--- src/rtl/viterbi_pkg.sv ---
// Shared constants, generator defaults and FSM encoding for the hard-decision
// Viterbi decoder tile.
package viterbi_pkg;

    localparam int VIT_K        = 5;
    localparam int VIT_MAX_SYMS = 32;
    localparam int VIT_NSTATES  = 1 << (VIT_K - 1);
    localparam int MW           = 8;

    // Generator for symbol bit 1, right-aligned in 7 bits.
    function automatic logic [6:0] def_g0(input int k);
        case (k)
            3:       return 7'b0000111;
            7:       return 7'b1111001;
            default: return 7'b0010011;
        endcase
    endfunction

    // Generator for symbol bit 0.
    function automatic logic [6:0] def_g1(input int k);
        case (k)
            3:       return 7'b0000101;
            7:       return 7'b1011011;
            default: return 7'b0011101;
        endcase
    endfunction

    typedef enum logic [2:0] {
        ST_IDLE,
        ST_LOAD,
        ST_ACS,
        ST_TRACE,
        ST_OUT
    } vit_state_t;

endpackage

--- src/rtl/viterbi_acs_unit.sv ---
// Add-compare-select for one trellis state: both predecessors of s are scored
// against the received symbol and the cheaper one survives (ties keep b=0).
module viterbi_acs_unit
    import viterbi_pkg::*;
#(
    parameter int K = VIT_K,
    parameter logic [K-1:0] G0 = K'(def_g0(K)),
    parameter logic [K-1:0] G1 = K'(def_g1(K))
) (
    input  logic [K-2:0]  s,
    input  logic [MW-1:0] pm0,
    input  logic [MW-1:0] pm1,
    input  logic [1:0]    rx,
    output logic [MW-1:0] pm_new,
    output logic          surv
);

    // The encoder register for predecessor {b, s[K-2:1]} with input s[0] is {b, s}.
    function automatic logic [MW-1:0] cand(input logic b, input logic [K-2:0] st,
                                           input logic [1:0] sym, input logic [MW-1:0] pm);
        logic [K-1:0] r;
        logic [1:0]   d;
        logic [MW:0]  sum;
        r   = {b, st};
        d   = {^(r & G0), ^(r & G1)} ^ sym;
        sum = {1'b0, pm} + {{MW{1'b0}}, d[1]} + {{MW{1'b0}}, d[0]};
        return sum[MW] ? '1 : sum[MW-1:0];
    endfunction

    logic [MW-1:0] c0, c1;

    always_comb begin
        c0     = cand(1'b0, s, rx, pm0);
        c1     = cand(1'b1, s, rx, pm1);
        surv   = (c1 < c0);
        pm_new = surv ? c1 : c0;
    end

endmodule

--- src/rtl/ashvin_viterbi.sv ---
// Serial hard-decision Viterbi decoder behind the 8-bit tile pins: load symbol
// bytes, decode one state per cycle, trace back, then hand out decoded bytes.
module ashvin_viterbi
    import viterbi_pkg::*;
#(
    parameter int K = VIT_K,
    parameter logic [K-1:0] G0 = K'(def_g0(K)),
    parameter logic [K-1:0] G1 = K'(def_g1(K)),
    parameter int MAX_SYMS = VIT_MAX_SYMS
) (
    input  logic       clk,
    input  logic       rst,
    input  logic       ena,
    input  logic [7:0] ui_in,
    input  logic [7:0] uio_in,
    output logic [7:0] uo_out,
    output logic [7:0] uio_out,
    output logic [7:0] uio_oe
);

    localparam int NS = 1 << (K - 1);
    localparam int SW = K - 1;
    localparam int NW = $clog2(MAX_SYMS + 1);
    localparam int TW = $clog2(MAX_SYMS);

    vit_state_t state, nxt;

    logic [NW-1:0] nsym, ptr, nsym_acc, nbytes;
    logic [TW-1:0] t;
    logic [SW-1:0] s, ts, cs, best_s;
    logic [MW-1:0] best_m, pm_new;
    logic          cur, tr_first, frame_done, surv_bit;

    logic [MAX_SYMS-1:0][1:0]    sym_mem;
    logic [MAX_SYMS-1:0][NS-1:0] surv_mem;
    logic [MAX_SYMS-1:0]         dec;
    logic [1:0][NS-1:0][MW-1:0]  pm;

    logic byte_valid, start, read_ack;
    logic loading, busy, out_valid, ready, accept, go;
    logic acs_last, step_last, last_byte;
    logic [SW-1:0] pred0, pred1;
    logic [7:0]    out_byte;

    assign byte_valid = ui_in[0];
    assign start      = ui_in[3];
    assign read_ack   = ui_in[4];

    logic unused_pins;
    assign unused_pins = &{1'b0, ena, ui_in[7:5], ui_in[2:1]};

    assign ready     = loading && (int'(nsym) + 4 <= MAX_SYMS);
    assign accept    = byte_valid && ready;
    assign nsym_acc  = accept ? nsym + NW'(4) : nsym;
    assign go        = loading && start && (nsym_acc != '0);
    assign nbytes    = NW'((int'(nsym) + 7) / 8);
    assign acs_last  = (s == SW'(NS - 1));
    assign step_last = (NW'(t) == nsym - NW'(1));
    assign last_byte = (ptr == nbytes - NW'(1));
    assign pred0     = {1'b0, s[SW-1:1]};
    assign pred1     = {1'b1, s[SW-1:1]};

    viterbi_acs_unit #(.K(K), .G0(G0), .G1(G1)) u_acs (
        .s      (s),
        .pm0    (pm[cur][pred0]),
        .pm1    (pm[cur][pred1]),
        .rx     (sym_mem[t]),
        .pm_new (pm_new),
        .surv   (surv_bit)
    );

    // Lowest-index state holding the minimum final metric seeds the traceback.
    always_comb begin
        best_s = '0;
        best_m = pm[cur][0];
        for (int i = 1; i < NS; i++) begin
            if (pm[cur][SW'(i)] < best_m) begin
                best_m = pm[cur][SW'(i)];
                best_s = SW'(i);
            end
        end
    end

    assign cs = tr_first ? best_s : ts;

    always_ff @(posedge clk or posedge rst) begin
        if (rst) state <= ST_IDLE;
        else     state <= nxt;
    end

    always_comb begin
        nxt = state;
        case (state)
            ST_IDLE:  if (go) nxt = ST_ACS; else if (accept) nxt = ST_LOAD;
            ST_LOAD:  if (go) nxt = ST_ACS;
            ST_ACS:   if (acs_last && step_last) nxt = ST_TRACE;
            ST_TRACE: if (t == '0) nxt = ST_OUT;
            ST_OUT:   if (read_ack && last_byte) nxt = ST_IDLE;
            default:  nxt = ST_IDLE;
        endcase
    end

    always_comb begin
        loading   = 1'b0;
        busy      = 1'b0;
        out_valid = 1'b0;
        case (state)
            ST_IDLE, ST_LOAD: loading   = 1'b1;
            ST_ACS, ST_TRACE: busy      = 1'b1;
            ST_OUT:           out_valid = 1'b1;
            default:          loading   = 1'b0;
        endcase
    end

    always_ff @(posedge clk or posedge rst) begin
        if (rst) begin
            nsym       <= '0;
            ptr        <= '0;
            t          <= '0;
            s          <= '0;
            ts         <= '0;
            cur        <= 1'b0;
            tr_first   <= 1'b0;
            frame_done <= 1'b0;
        end else begin
            case (state)
                ST_IDLE, ST_LOAD: begin
                    nsym <= nsym_acc;
                    if (accept) frame_done <= 1'b0;
                    if (go) begin
                        t   <= '0;
                        s   <= '0;
                        cur <= 1'b0;
                        ptr <= '0;
                    end
                end
                ST_ACS: begin
                    s <= s + SW'(1);
                    if (acs_last) begin
                        cur <= ~cur;
                        if (step_last) tr_first <= 1'b1;
                        else           t <= t + TW'(1);
                    end
                end
                ST_TRACE: begin
                    tr_first <= 1'b0;
                    ts       <= {surv_mem[t][cs], cs[SW-1:1]};
                    if (t != '0) t <= t - TW'(1);
                    else         frame_done <= 1'b1;
                end
                ST_OUT: begin
                    if (read_ack) begin
                        if (last_byte) begin
                            ptr  <= '0;
                            nsym <= '0;
                        end else begin
                            ptr <= ptr + NW'(1);
                        end
                    end
                end
                default: ;
            endcase
        end
    end

    // Storage arrays carry no reset; reads are always bounded by nsym.
    always_ff @(posedge clk) begin
        if (accept) begin
            for (int i = 0; i < 4; i++)
                sym_mem[TW'(nsym) + TW'(i)] <= uio_in[2*i +: 2];
        end
        if (go) begin
            for (int i = 0; i < NS; i++)
                pm[0][SW'(i)] <= (i == 0) ? '0 : '1;
        end
        if (state == ST_ACS) begin
            pm[~cur][s]    <= pm_new;
            surv_mem[t][s] <= surv_bit;
        end
        if (state == ST_TRACE) dec[t] <= cs[0];
    end

    always_comb begin
        out_byte = '0;
        for (int j = 0; j < 8; j++) begin
            if (int'(ptr) * 8 + j < int'(nsym))
                out_byte[j] = dec[TW'(int'(ptr) * 8 + j)];
        end
    end

    assign uo_out  = {3'b000, frame_done, busy, 1'b0, out_valid, ready & ~rst};
    assign uio_out = out_valid ? out_byte : 8'h00;
    assign uio_oe  = {8{out_valid}};

endmodule

--- config.mk ---
export PLATFORM = sky130hd
export DESIGN_NAME = ashvin_viterbi
export DESIGN_NICKNAME = d
export VERILOG_FILES = /design/src/rtl/viterbi_pkg.sv /design/src/rtl/viterbi_acs_unit.sv /design/src/rtl/ashvin_viterbi.sv
export SDC_FILE = /design/constraint.sdc
export NUM_CORES = 1
export LEC_CHECK = 0
export CAP_MARGIN = 15
export CORE_MARGIN = 5
export CORE_UTILIZATION = 40
export CTS_CLUSTER_SIZE = 24
export DETAILED_ROUTE_END_ITERATION = 6
export GPL_ROUTABILITY_DRIVEN = 0
export HOLD_SLACK_MARGIN = 0.12
export PLACE_DENSITY = 0.51
export SLEW_MARGIN = 20
export SYNTH_ARGS = -nofsm -noshare
export SYNTH_HDL_FRONTEND = slang
export SYNTH_SLANG_ARGS = --single-unit
export TNS_END_PERCENT = 5
--- constraint.sdc ---
create_clock -name clk -period 23.8 [get_ports clk]
set_input_delay 5.95 -clock clk [delete_from_list [all_inputs] [get_ports clk]]
set_output_delay 5.95 -clock clk [all_outputs]
set_load 0.02 [all_outputs]
# After elaboration in Yosys (flattened, before gate mapping)
# Cells that the tools add are included.
# word_totals
register_bits	895
output_inout_bits	24
word_cells	360
# classes
addsub	24
magnitude_cmp	43
n_eq_ne	21
mux	123
bitwise_logic	6
reduce_logical	37
# ops
operator	count
$bwmux 512	1
$mux 128	3
$bwmux 256	1
$bwmux 64	4
$lt 32x7->1	7
$demux 128 s1	1
$mux 64	2
$mux 8	13
$bmux 16 s5	1
$demux 16 s5	1
$lt 8x8->1	8
$lt 5x7->1 const B	8
$bmux 8 s3	2
$add 9x3->10 const B	4
$demux 2 s5	4
$mux 1	37
$mux 6	6
$bmux 1 s5	7
$bwmux 32	1
$demux 8 s4	1
$mux 16	2
$lt 5x6->1 const B	5
$mux 3	9
$ne 2x2->1 const B	13
58 further kinds	113

# Logic depth before layout (Yosys ltp)
# depth
ltp_word	19
mapped_depth	77

# By module
# Synthesis repeated with hierarchy kept, for this count alone.
# hier_totals
cells_unflattened	3074
area_unflattened_um2	41403.5
# by_module_without_submodules
module	n_inst	cells_per_inst	area_each_um2	seq_area_each_um2
ashvin_viterbi	1	2977	40665.3	26030.0
viterbi_acs_unit	1	97	738.2	0.0

# Worst setup path after synthesis
# Ideal clock, no wire load.
# synth_timing
path_kind	flip-flop to flip-flop
start	register t[0]
end	register surv_mem[0] in the netlist's numbering, data pin
setup_time_ns	1.347
t_arrival_ns	12.484
required_time_ns	22.453
slack_ns	9.969
stages_incl_launch_ff	29
n_path_buf	8
synth_period_minus_slack_ns	13.831
path_cell_list	dfrtp_1 clkbuf_1 buf_2 buf_1 buf_1 buf_1 clkbuf_1 mux4_2 a22oi_1 nand4_1 xor2_1 inv_1 fa_1 ha_1 and3_1 and3_1 clkbuf_1 a31oi_1 inv_1 ha_1 a21o_1 a21o_1 a21o_1 a21o_1 a21o_1 a21o_1 a21o_1 buf_6 inv_1
# synth_via
elab_chain_len	8
elab_cells_between_ends	17
# synth_rtl
element	line_no	text
from (decl)	ashvin_viterbi.sv:29	logic [TW-1:0] t;
from (signal assigned)	ashvin_viterbi.sv:142	else t <= t + TW'(1);
from (signal assigned)	ashvin_viterbi.sv:148	if (t != '0) t <= t - TW'(1);
$bmux 2 s5 (*)	ashvin_viterbi.sv:67	.rx (sym_mem[t]),
$mux 2 (implied by the code) (*)	ashvin_viterbi.sv:67	
$xor 2x2->2	viterbi_acs_unit.sv:25	d = {^(r & G0), ^(r & G1)} ^ sym;
$add 8x1->9	viterbi_acs_unit.sv:26	sum = {1'b0, pm} + {{MW{1'b0}}, d[1]} + {{MW{1'b0}}, d[0]};
$add 9x1->9	viterbi_acs_unit.sv:26	
$mux 8	viterbi_acs_unit.sv:27	return sum[MW] ? '1 : sum[MW-1:0];
$lt 8x8->1 (*)	viterbi_acs_unit.sv:35	surv = (c1 < c0);
named net surv_bit	ashvin_viterbi.sv:32	logic cur, tr_first, frame_done, surv_bit;
$bwmux 512 (*)	ashvin_viterbi.sv:178	surv_mem[t][s] <= surv_bit;
to (signal, indexed assignment)	ashvin_viterbi.sv:178	
to (decl)	ashvin_viterbi.sv:35	logic [MAX_SYMS-1:0][NS-1:0] surv_mem;
# Mark *: on every way through the listed nets, which the timed path passes. The rest lies on a longest branch. The select of a mux whose other input is x is not followed.
# A chain may end at the register's enable or synchronous reset.

# Worst setup path after layout
# layout_timing
start	register cur
end	register ts[3]
# layout_via
elab_chain_len	19
elab_cells_between_ends	25
# layout_rtl
element	line_no	text
from (decl)	ashvin_viterbi.sv:32	
from (signal assigned)	ashvin_viterbi.sv:140	cur <= ~cur;
$mux 128 (*)	-	
$mux 128 (implied by the code) (*)	ashvin_viterbi.sv:77	if (pm[cur][SW'(i)] < best_m) begin
$lt 8x8->1	ashvin_viterbi.sv:77	
$mux 8	ashvin_viterbi.sv:77	
$lt 8x8->1	ashvin_viterbi.sv:77	
$mux 8	ashvin_viterbi.sv:77	
$lt 8x8->1	ashvin_viterbi.sv:77	
$mux 8	ashvin_viterbi.sv:77	
[3 not listed]	-	
$mux 8	ashvin_viterbi.sv:77	
$lt 8x8->1	ashvin_viterbi.sv:77	
$mux 8	ashvin_viterbi.sv:77	
$lt 8x8->1	ashvin_viterbi.sv:77	
$mux 4 (*)	ashvin_viterbi.sv:77	
$mux 4 (*)	ashvin_viterbi.sv:84	assign cs = tr_first ? best_s : ts;
$bmux 1 s4 (*)	ashvin_viterbi.sv:147	ts <= {surv_mem[t][cs], cs[SW-1:1]};
$mux 1 (implied by the code) (*)	ashvin_viterbi.sv:147	
to (signal assigned)	ashvin_viterbi.sv:147	
to (decl)	ashvin_viterbi.sv:30	logic [SW-1:0] s, ts, cs, best_s;
# Every way passes the cells marked *; elsewhere a longest branch is shown, timed or not. The select of a mux whose other input is x is not followed.

==> run_summary.xml <==
<?xml version="1.0" encoding="UTF-8"?>
<metrics>
  <group name="status">
    <metric name="result_of_the_run" unit="">finished, final reports clean</metric>
  </group>
  <group name="global_routing">
    <metric name="grtUsageTotal" unit="%">20.6</metric>
    <metric name="grt_busiest_layer" unit="">met2</metric>
    <metric name="grt_use_met3" unit="%">3.26</metric>
    <metric name="first_pass_grt_wire_length" unit="um">171000</metric>
    <metric name="grtUsageMet2" unit="%">33.4</metric>
    <metric name="global_route.usage.met1" unit="%">29.4</metric>
    <metric name="grt_overflow_total" unit="">0</metric>
    <metric name="grt_pass1_vias" unit="">26000</metric>
    <metric name="pin_count_of_the_biggest_net_entering_global_routing" unit="">285</metric>
    <metric name="initial_antenna_violation_count" unit="">3</metric>
  </group>
  <group name="logic_synthesis">
    <metric name="post_synth_edffs" unit="">800</metric>
    <metric name="synth_warnings" unit="">0</metric>
    <metric name="synth-seq-cells" unit="">893</metric>
    <metric name="combined_area_of_all_synthesized_cells" unit="um^2">41400</metric>
    <metric name="synth-main-ff-cell" unit="">edfxtp_1</metric>
    <metric name="netlist_instances" unit="">3060</metric>
    <metric name="synth-seq-area-share" unit="%">62.8</metric>
    <metric name="synth-async-reset-ratio" unit="%">3.25</metric>
    <metric name="avgSynthCellArea" unit="um^2">13.5</metric>
    <metric name="synth_cell_types" unit="">84</metric>
  </group>
  <group name="drt">
    <metric name="avgRoutedWirePerCell" unit="um">25.7</metric>
    <metric name="postRouteWirelength" unit="um">115000</metric>
    <metric name="drc" unit="">0</metric>
    <metric name="dr.pass1.iters" unit="">5</metric>
    <metric name="first_iter_violations" unit="">2531</metric>
    <metric name="num_vias" unit="">25800</metric>
    <metric name="antenna_left" unit="">0</metric>
    <metric name="route.detailed.vias_per_inst" unit="">5.75</metric>
  </group>
  <group name="floorplan">
    <metric name="floorplan.rows" unit="">118</metric>
    <metric name="die-area" unit="um^2">110000</metric>
    <metric name="ios" unit="">43</metric>
    <metric name="standard_cell_core_area" unit="um^2">103000</metric>
    <metric name="die_w" unit="um">332</metric>
    <metric name="die_height" unit="um">332</metric>
    <metric name="start_util" unit="%">40.1</metric>
  </group>
  <group name="worst_setup_path">
    <metric name="worst_ep_arrival_time" unit="ps">16110</metric>
    <metric name="reg2reg_setup_slack" unit="ps">8210</metric>
    <metric name="cp_slowest_stage_delay" unit="ps">830</metric>
    <metric name="regToRegEndpoint" unit="">ts[3]</metric>
    <metric name="setup.worst_path.start_class" unit="">flip-flop</metric>
    <metric name="timing.setup.critical_path_class" unit="">reg -&gt; reg</metric>
    <metric name="rr_startpoint" unit="">cur</metric>
    <metric name="crit_path_frequent_cell" unit="">o21ai_0</metric>
    <metric name="required_time_worst_endpoint" unit="ps">24320</metric>
    <metric name="crit_slowest_cell" unit="">o31ai_1</metric>
    <metric name="crit_path_max_fanout" unit="">23</metric>
    <metric name="r2r_cells" unit="">59</metric>
    <metric name="cp-end-kind" unit="">flip-flop</metric>
  </group>
  <group name="sta">
    <metric name="number_of_max_slew_violations_in_the_final_report" unit="">0</metric>
    <metric name="finalHoldWorstSlack" unit="ps">474</metric>
    <metric name="final_min_period_over_clock_period" unit="%">65.5</metric>
    <metric name="finalCriticalPeriod" unit="ps">15590</metric>
    <metric name="clock_skew" unit="ps">38.4</metric>
    <metric name="hold_viol_final" unit="">0</metric>
    <metric name="setup-violations-final" unit="">0</metric>
    <metric name="timing.slew.headroom" unit="%">15.6</metric>
    <metric name="max_clock_freq" unit="GHz">0.0642</metric>
    <metric name="rsz0062_at_grt" unit="">false</metric>
    <metric name="timing.setup.tns" unit="ps">0</metric>
    <metric name="worst_slack" unit="ps">8210</metric>
    <metric name="least_margin_pin_slew" unit="ps">1270</metric>
  </group>
  <group name="pwr">
    <metric name="pwr_density_cell" unit="nW/um^2">163</metric>
    <metric name="p_leak" unit="nW">14.7</metric>
    <metric name="post-layout-total-power" unit="mW">7.54</metric>
    <metric name="vdd.ir_drop.worst" unit="mV">0.322</metric>
  </group>
  <group name="clock_network">
    <metric name="cts.sink_count" unit="">893</metric>
    <metric name="post_cts_resize_count" unit="">0</metric>
    <metric name="clkSlewWorstSetupHoldPaths" unit="ps">60</metric>
    <metric name="ctsHoldBuffers" unit="">0</metric>
    <metric name="postCtsSetupBuffers" unit="">0</metric>
    <metric name="cts.htree.levels" unit="">3</metric>
    <metric name="ctsRootBufferMaster" unit="">clkbuf_16</metric>
    <metric name="clkLatencyLatePin" unit="ps">680</metric>
    <metric name="cts-buffers-inserted" unit="">98</metric>
    <metric name="cts_buffer_depth" unit="">3</metric>
    <metric name="tritoncts" unit="">done</metric>
  </group>
  <group name="finish">
    <metric name="n_fill_cell" unit="">9282</metric>
    <metric name="areaGrowthSynthToFinish" unit="%">11.5</metric>
    <metric name="final_layout_size_suffix_gt1_share" unit="%">16.8</metric>
    <metric name="design.final.nets" unit="">3119</metric>
  </group>
  <group name="hold_path">
    <metric name="holdCritPathClass" unit="">reg -&gt; reg</metric>
    <metric name="hold_path_startpoint" unit="">pm[4]</metric>
    <metric name="worst_hold_path.endpoint" unit="">pm[4]</metric>
    <metric name="worst_hold_path.num_cells" unit="">2</metric>
  </group>
  <group name="run">
    <metric name="reported_max_cap_violation_count" unit="">0</metric>
  </group>
  <group name="placed_design">
    <metric name="io_buffer_count" unit="">32</metric>
    <metric name="placement.setup.worst_slack" unit="ps">8380</metric>
    <metric name="detailedPlacementHpwl" unit="um">71300</metric>
  </group>
</metrics>
where the power goes:
group          leakage, nW  internal [mW]  switching [mW]
combinational         5.05          0.887            2.34
sequential            8.13           2.78          0.0640
clock                 1.51          0.838           0.633
total                 14.7           4.50            3.03
registers in the layout (all words and copies together), names as in the netlist:
register,count
surv_mem,512
pm,256
sym_mem,64
dec,32
ptr,6
t,5
nsym,4
s,4
ts,4
state,3
cur,1
frame_done,1
tr_first,1
placed cells by master, fill, tap and decap left out, types with 17 or more instances in the layout:
| cell type | synthesis | final |
|---|---|---|
| a21o_1 | 29 | 29 |
| a21oi_1 | 47 | 47 |
| a22oi_1 | 55 | 55 |
| and2_1 | 66 | 65 |
| and3_1 | 39 | 39 |
| buf_4 | 19 | 66 |
| clkbuf_1 | 176 | 26 |
| clkbuf_16 | 0 | 100 |
| clkdlybuf4s50_1 | 0 | 32 |
| clkinv_1 | 2 | 19 |
| clkinv_2 | 0 | 21 |
| dfrtp_1 | 29 | 25 |
| dfxtp_1 | 64 | 64 |
| edfxtp_1 | 800 | 800 |
| ha_1 | 71 | 71 |
| inv_1 | 42 | 41 |
| mux2_2 | 55 | 55 |
| mux2i_1 | 46 | 46 |
| mux4_2 | 202 | 202 |
| nand2_1 | 135 | 126 |
| nand3_1 | 35 | 35 |
| nand4_1 | 26 | 26 |
| nor2_1 | 659 | 656 |
| nor3_1 | 27 | 25 |
| o21ai_0 | 126 | 126 |
| o21ai_1 | 59 | 59 |
| xnor2_1 | 17 | 17 |
cell families after synthesis:
logic type	after synthesis	synth area share (%)
other	1	0.00905
AOI/OAI and AO/OA	426	6.57
muxes	313	14.0
buffers and inverters	293	2.97
adders and majority gates	76	2.36
DFF	893	62.8
and+or+nand+nor	1036	10.7
xor gates and xnor gates	22	0.465
worst max path at each step:
| stage | start | end | slack, ps | cells past startpoint |
|---|---|---|---|---|
| global route | cur | ts[3] | 7070 | 59 |
| global placement | cur | ts[3] | 8730 | 61 |
| detailed placement | cur | ts[3] | 8380 | 59 |
| CTS | cur | ts[3] | 8300 | 59 |
| finish | cur | ts[3] | 8210 | 59 |
| floorplan | t[0] | surv_mem[0] | 9970 | 28 |
layer usage:
| layer | up-vias | wire, um |
|---|---|---|
| met4 | 0 | 3000 |
| li1 | 11400 | - |
| met5 | - | 0 |
| met1 | 13400 | 51200 |
| met3 | 198 | 6800 |
| met2 | 858 | 54500 |
synthesized netlist by cell type, types with 35 or more instances:
master    count  share of area (%)
o21ai_1      59               0.71
dfxtp_1      64                3.1
clkbuf_1    176                1.6
edfxtp_1    800                 58
a21oi_1      47               0.57
o21ai_0     126                1.5
nand2_1     135                1.2
a22oi_1      55                1.0
nand3_1      35               0.42
ha_1         71                2.1
and2_1       66                1.0
mux4_2      202                 11
mux2_2       55                1.5
inv_1        42               0.38
nor2_1      659                6.0
and3_1       39               0.59
mux2i_1      46                1.1
critical path, delay by kind of cell (launching register included):
kind	cells	cell delay, ps
buf+inv	2	390
mux	4	1480
flops	1	670
compound gates	33	8220
simple gates	13	2410
fa+ha+maj	7	2220
through the flow:
stage                     area [um^2]  util, %  std cells
after floorplan                 41400        -       3063
after detailed placement        43000     41.7       4305
after global placement          43000     41.7       4305
after CTS                       46100     44.7       4486
after global routing            46200     44.7       4486
final                           46200     44.7       4487
final cells by class:
cell class                 instances  area, um^2  share of cell area [%]
inverter                          55         219                   0.474
clock buffer                     129        2640                    5.72
sequential                       893       26000                    56.4
timing repair buffer             100         856                    1.85
antenna                            1        2.50                 0.00542
tap                             1380        1730                    3.74
clock inverter                    52         458                   0.992
multi-input combinational       1877       14200                    30.8
Power figures use the tool's default switching activity.
